$ cat config.mk
export PLATFORM = sky130hd
export DESIGN_NAME = debouncer_multi
export DESIGN_NICKNAME = d
export VERILOG_FILES = /design/src/rtl/debouncer_multi.sv
export SDC_FILE = /design/constraint.sdc
export NUM_CORES = 1
export LEC_CHECK = 0
export CORE_MARGIN = 3
export CORE_UTILIZATION = 35
export DETAILED_ROUTE_END_ITERATION = 8
export PLACE_DENSITY_LB_ADDON = 0.25
export SYNTH_ARGS = -nofsm -noshare
export SYNTH_HDL_FRONTEND = slang
export SYNTH_SLANG_ARGS = --single-unit
$ cat constraint.sdc
create_clock -name clk -period 5.1 [get_ports clk]
set_clock_uncertainty 0.1 [all_clocks]
set_input_delay 1.02 -clock clk [delete_from_list [all_inputs] [get_ports clk]]
set_output_delay 1.02 -clock clk [all_outputs]
set_load 0.01 [all_outputs]
$ cat src/rtl/debouncer_multi.sv
// Multi-channel debouncer: per-channel 2-flop synchroniser, stability counter and
// rise/fall pulses, with one shared free-running tick prescaler.
module debouncer_multi #(
    parameter int CHANNELS     = 4,
    parameter int CLK_DIV      = 100000,
    parameter int STABLE_TICKS = 10,
    parameter int INIT_LEVEL   = 0,
    parameter int SIM          = 0
) (
    input  logic                clk,
    input  logic                reset,
    input  logic [CHANNELS-1:0] in,
    output logic [CHANNELS-1:0] out,
    output logic [CHANNELS-1:0] rise,
    output logic [CHANNELS-1:0] fall,
    output logic                tick
);

    localparam int P  = (SIM != 0) ? 32 : CLK_DIV;
    localparam int PW = (P > 1) ? $clog2(P) : 1;
    localparam int CW = $clog2(STABLE_TICKS + 1);
    localparam logic [PW-1:0]       PRE_LAST = PW'(P - 1);
    localparam logic [CW-1:0]       CNT_LAST = CW'(STABLE_TICKS - 1);
    localparam logic [CHANNELS-1:0] INIT_VEC = {CHANNELS{(INIT_LEVEL != 0)}};

    typedef enum logic {
        ST_IDLE  = 1'b0,
        ST_CHECK = 1'b1
    } state_t;

    logic [PW-1:0]       r_pre;
    logic [PW-1:0]       w_pre_next;
    logic                r_tick;
    logic [CHANNELS-1:0] r_sync1;
    logic [CHANNELS-1:0] r_sync2;
    logic [CHANNELS-1:0] r_out;
    logic [CHANNELS-1:0] r_rise;
    logic [CHANNELS-1:0] r_fall;
    logic [CHANNELS-1:0] w_diff;
    logic [CHANNELS-1:0] w_commit;
    state_t              r_state      [CHANNELS];
    state_t              w_state_next [CHANNELS];
    logic [CW-1:0]       r_cnt        [CHANNELS];
    logic [CW-1:0]       w_cnt_next   [CHANNELS];

    assign out  = r_out;
    assign rise = r_rise;
    assign fall = r_fall;
    assign tick = r_tick;

    // Prescaler next count, wrapping at P-1
    always_comb begin
        if (r_pre == PRE_LAST) begin
            w_pre_next = '0;
        end else begin
            w_pre_next = r_pre + PW'(1);
        end
    end

    // Prescaler register; tick is registered so it is high exactly while the count is P-1
    always_ff @(posedge clk or negedge reset) begin
        if (!reset) begin
            r_pre  <= '0;
            r_tick <= 1'b0;
        end else begin
            r_pre  <= w_pre_next;
            r_tick <= (w_pre_next == PRE_LAST);
        end
    end

    // Two-flop synchroniser for the raw pins
    always_ff @(posedge clk or negedge reset) begin
        if (!reset) begin
            r_sync1 <= INIT_VEC;
            r_sync2 <= INIT_VEC;
        end else begin
            r_sync1 <= in;
            r_sync2 <= r_sync1;
        end
    end

    assign w_diff = r_sync2 ^ r_out;

    // Per-channel next-state: equality with out always wins, so a bounce cancels a commit
    always_comb begin
        w_commit = '0;
        for (int i = 0; i < CHANNELS; i++) begin
            w_state_next[i] = r_state[i];
            w_cnt_next[i]   = r_cnt[i];
            case (r_state[i])
                ST_IDLE: begin
                    if (w_diff[i]) begin
                        if (r_tick) begin
                            if (CNT_LAST == '0) begin
                                w_commit[i]     = 1'b1;
                                w_state_next[i] = ST_IDLE;
                                w_cnt_next[i]   = '0;
                            end else begin
                                w_state_next[i] = ST_CHECK;
                                w_cnt_next[i]   = CW'(1);
                            end
                        end else begin
                            w_state_next[i] = ST_CHECK;
                            w_cnt_next[i]   = '0;
                        end
                    end else begin
                        w_state_next[i] = ST_IDLE;
                        w_cnt_next[i]   = '0;
                    end
                end
                ST_CHECK: begin
                    if (!w_diff[i]) begin
                        w_state_next[i] = ST_IDLE;
                        w_cnt_next[i]   = '0;
                    end else if (r_tick) begin
                        if (r_cnt[i] == CNT_LAST) begin
                            w_commit[i]     = 1'b1;
                            w_state_next[i] = ST_IDLE;
                            w_cnt_next[i]   = '0;
                        end else begin
                            w_state_next[i] = ST_CHECK;
                            w_cnt_next[i]   = r_cnt[i] + CW'(1);
                        end
                    end else begin
                        w_state_next[i] = ST_CHECK;
                        w_cnt_next[i]   = r_cnt[i];
                    end
                end
                default: begin
                    w_state_next[i] = ST_IDLE;
                    w_cnt_next[i]   = '0;
                end
            endcase
        end
    end

    // Channel state, counters and registered level/pulse outputs
    always_ff @(posedge clk or negedge reset) begin
        if (!reset) begin
            r_out  <= INIT_VEC;
            r_rise <= '0;
            r_fall <= '0;
            for (int i = 0; i < CHANNELS; i++) begin
                r_state[i] <= ST_IDLE;
                r_cnt[i]   <= '0;
            end
        end else begin
            r_out  <= (r_out & ~w_commit) | (r_sync2 & w_commit);
            r_rise <= w_commit & r_sync2;
            r_fall <= w_commit & ~r_sync2;
            for (int i = 0; i < CHANNELS; i++) begin
                r_state[i] <= w_state_next[i];
                r_cnt[i]   <= w_cnt_next[i];
            end
        end
    end

endmodule

Word-level counts from Yosys, hierarchy flattened
Cells that the tools add are included.
{ "totals": {"regBits": 58, "in_bits": 6, "output_inout_bits": 13, "word_cells": 99} }
{ "op_classes": {"n_addsub": 5, "n_eq_ne": 10, "muxes": 58, "bitwise": 11} }
{ "op_table": {"columns": ["cell", "count"], "rows": [
  ["2-to-1 mux 4 bit", 16],
  ["equality test 17 bit, second input constant", 2],
  ["2-to-1 mux 1 bit", 33],
  ["case mux 4 bit (2 select lines)", 4],
  ["adder 17 x 1 -> 17 bit, second input constant", 1],
  ["2-to-1 mux 17 bit", 1],
  ["adder 4 x 1 -> 4 bit, second input constant", 4],
  ["equality test 4 bit, second input constant", 4],
  ["AND 4 bit", 3],
  ["!= test 3 bit, second input constant", 4],
  ["NOT 4 bit", 2],
  ["case mux 1 bit (2 select lines)", 4],
  ["NOT 1 bit", 4],
  ["bitwise OR 4 bit", 1],
  ["bitwise XOR 4 bit", 1]
]} }

Longest topological paths before layout
{ "logic_depth": {"word_depth": 8, "ltp_mapped": 7, "mapped_depth_nobuf": 7} }

Worst setup path after synthesis
No wires, ideal clock.
{ "synth_path": {"path_type": "register to register", "start": "register r_pre[0]", "end": "register r_tick (netlist: tick)", "setup_ps": 96, "arrival_ps": 1583, "required_ps": 4904, "path_slack_ps": 3321, "path_stages_with_launch": 7, "n_path_buf": 0, "period_less_slack_ps": 1779, "path_cell_list": "dfrtp_1 -> ha_1 -> nand4_4 -> nor4_4 -> and3_1 -> o2111ai_1 -> nor4_2"} }
{ "synth_between": {"elab_chain_cells": 3, "elab_cells_between_ends": 4, "cone_classes": "add/sub: 1; eq/ne: 2; mux: 1"} }
{ "synth_lines": {"columns": ["element", "line_no", "rtl"], "rows": [
  ["start, declared", "31", "logic [PW-1:0] r_pre;"],
  ["start signal, assigned", "66", "r_pre <= w_pre_next;"],
  ["adder 17 x 1 -> 17 bit or equality test 17 bit (tied branches)", "56, 53", null],
  ["2-to-1 mux 17 bit *", "53", "if (r_pre == PRE_LAST) begin"],
  ["equality test 17 bit *", "67", "r_tick <= (w_pre_next == PRE_LAST);"],
  ["end signal, assigned", "67", null],
  ["end, declared", "33", "logic r_tick;"]
]} }
Every way passes the cells marked *; elsewhere a longest branch is shown, timed or not.
A chain may end at the register's enable or synchronous reset.

Worst setup path in the final report
{ "layout_path": {"start": "register r_tick (netlist: tick)", "end": "output tick"} }
{ "layout_lines": {"columns": ["element", "line_no", "rtl"], "rows": [
  ["end, declared", "16", "output logic tick"]
]} }
No word-level cell between the ends.

==> out/results.tsv <==
stage	metric	value	unit
finish	commonest non-fill, non-tap cells in the layout	dfrtp_1 (58), nor2_1 (36), nand2_1 (21)	
finish	area of the multi-input gates	0.00118	sq mm
setup_path	CP arrival	1550	ps
setup_path	crit-path cells	buf_4 -> clkdlybuf4s50_1	
setup_path	CP max FO	33	
setup_path	element type at the critical path end	primary output	
setup_path	Top delay family on crit path	buffers and inverters	
timing	Final Setup Violations	0	
finish	fin nets	289	
placed_design	DP HPWL	2.82	mm
synth	syn nets	262	
synth	Synth area leader	dfrtp_1	
placed_design	IO buf count	18	
die	die area	0.00869	sq mm
outcome	outcome	finished, final reports clean	
grt	initial antenna violation count	0	
power	Net Sw Frac	22.2	%
timing	min cycle time layout	2670	ps
timing	FMAX	374	MHz
placed_design	GPL Wtd Cong	0.765	
setup_path	CP startpoint kind	flip-flop	
timing	TNS Setup	0	ps
die	Die W	93.2	microns
grt	grt total ovfl	0	
power	Clk network pwr share	40.9	%
routing	Routed WL	4.31	mm
cts	Worst-path clk slew	60	ps
setup_path	WP data required	3980	ps
grt	total track usage	11.2	%
finish	FILL cells	708	
setup_path	CP max-delay cell	clkdlybuf4s50_1	
synth	synthesized area per cell	10.8	sq um
setup_path	CP max stage delay	600	ps
setup_path	Worst Path Buf+Inv	2	
routing	Routed WL per cell	11.4	microns
timing	fin crit share	52.4	%
power	Leak	1.35	nW
power	Cell Int Power	641	uW
power	VDD IR max	89.4	uV
cts	CTS H-tree depth	3	
timing	Fin. Hold Viols	0	
cts	CTS tree	done	
die	I/O Pins	19	
die	Initial Util	36.3	%
synth	Cell Area, Synth	0.00266	sq mm
finish	share of cells above drive strength 1	9.35	%
finish	most common cell after layout, fill and taps aside	dfrtp_1	
timing	Worst slew margin	41.1	%
cts	post-CTS sizing	0	
synth	synth unique cells	32	
cts	total CTS buffers	9	
routing	DRT Pass-1 Iters	4	
power	Sw Pwr	183	uW
routing	1st-iter DRT viols	76	
timing	max-slew violation count	0	
timing	Hold WS	247	ps
synth	top-area cell type share of the netlist area	54.5	%
power	PnR Total Power	824	uW
grt	first-pass GRT wire length	7.75	mm
grt	number of global-route vias before repair	1749	
grt	largest net degree at the start of global routing	59	
finish	Ant. Diodes	0	
timing	slew at the pin closest to its max-slew limit	876	ps
routing	DR vias/cell	4.75	
setup_path	WS Path Type	reg -> out	
power	pwr/cell area	265	mW/mm^2
synth	synth warn	0	
cts	hold_buf cts	0	
die	Chip Height	93.2	microns
min_path	worst hold-check path type	reg -> reg	
cts	clock buffer depth	2	
timing	unrepaired setup endpoints after global routing	false	
die	core area	0.00733	sq mm
cts	root buffer cell	clkbuf_8	
power	sequential power share	56.9	%
synth	post-synthesis sequential area ratio	54.5	%
synth	Seq cells post-synth	58	
placed_design	placed instance area	0.00296	sq mm
synth	Area contributors post-synth	dfrtp_1 (54%), nor2_1 (5.1%), ha_1 (4.2%)	
routing	DR vias	1790	
run	Max Cap Violations	0	
finish	Final Cell Area	0.00311	sq mm
finish	Storage cell area	0.00145	sq mm
die	cell row count	31	
synth	Mapped Cells	247	
finish	area grow syn2layout	16.9	%
cts	worst skew pair latency	330	ps
routing	DRC Markers	0	
routing	antenna violation net count after detailed routing	0	
cts	Clock Sinks	58	
cts	Post-CTS Repair Setup Buffers	0	
power	Comb power frac	2.2	%
cell usage after synthesis (all sizes together):
| cell type | number |
|---|---|
| a21boi | 4 |
| a21oi | 11 |
| a2bb2oi | 1 |
| a31oi | 4 |
| and3 | 2 |
| and4b | 6 |
| buf | 1 |
| clkbuf | 3 |
| dfrtp | 58 |
| ha | 9 |
| inv | 5 |
| mux2 | 5 |
| mux2i | 4 |
| nand2 | 21 |
| nand2b | 5 |
| nand3 | 9 |
| nand4 | 7 |
| nor2 | 36 |
| nor2b | 1 |
| nor3 | 6 |
| nor3b | 9 |
| nor4 | 4 |
| o2111ai | 1 |
| o21ai | 12 |
| or2 | 1 |
| or3 | 1 |
| xnor2 | 12 |
| xor2 | 9 |
path summary, 6_finish.rpt:
kind                            start    endpoint  slack [ps]  cells after the start
min in group asynchronous       reset     rise[3]         720                      2
setup / recovery                 tick        tick        2430                      2
max in group asynchronous       reset    r_pre[3]        3690                      2
hold reg to reg            r_sync1[3]  r_sync2[3]         250                      0
setup reg to reg             r_pre[0]    r_pre[3]        3100                      4
hold / removal             r_sync1[3]  r_sync2[3]         250                      0
stage by stage:
step | std cells | worst slack (ps) | utilization (%)
2_1_floorplan | 247 | 3320 | -
3_5_place_dp | 362 | 2770 | 40.4
6_report | 377 | 2430 | 42.5
5_1_grt | 377 | 2330 | 42.5
3_3_place_gp | 362 | 2770 | 40.4
4_1_cts | 377 | 2400 | 42.5
sequential cells by signal, indices dropped and copies added, names as in the netlist, named ones only:
| register | flops |
|---|---|
| r_sync1 | 4 |
| r_cnt | 16 |
| r_pre | 17 |
| tick | 1 |
| fall | 4 |
| rise | 4 |
| r_state | 4 |
| r_sync2 | 4 |
final cells by class:
class | instances | area share, %
clock buffer | 11 | 4.22
multi-input combinational | 180 | 37.8
sequential | 58 | 46.6
clock inverter | 4 | 0.643
timing repair buffer | 20 | 6.11
tap | 99 | 3.98
inverter | 5 | 0.603
logic make-up after synthesis:
| kind of cell | count (synthesis) | share of synthesized area (%) |
|---|---|---|
| AOI/OAI and AO/OA | 33 | 7.05 |
| xor gates and xnor gates | 21 | 6.90 |
| adders and majority gates | 9 | 4.23 |
| buffers and inverters | 9 | 1.32 |
| DFF | 58 | 54.5 |
| muxes | 9 | 3.62 |
| and+or+nand+nor | 108 | 22.4 |
power groups by stage:
stage	clock network (mW)	logic, mW	registers (mW)
floorplan	0	0.00490	0.477
global placement	0	0.0195	0.477
detailed placement	0	0.0194	0.477
CTS	0.356	0.0195	0.469
global route	0.379	0.0218	0.469
finish	0.337	0.0182	0.469
routing by layer:
layer	global-route usage [%]	wire, microns	vias to the layer above
li1	-	-	910
met1	13.9	2110	852
met2	17.7	1980	21
met3	4.34	166	7
met4	4.40	52	0
met5	0	0	-
(Power assumes the default switching activity.)
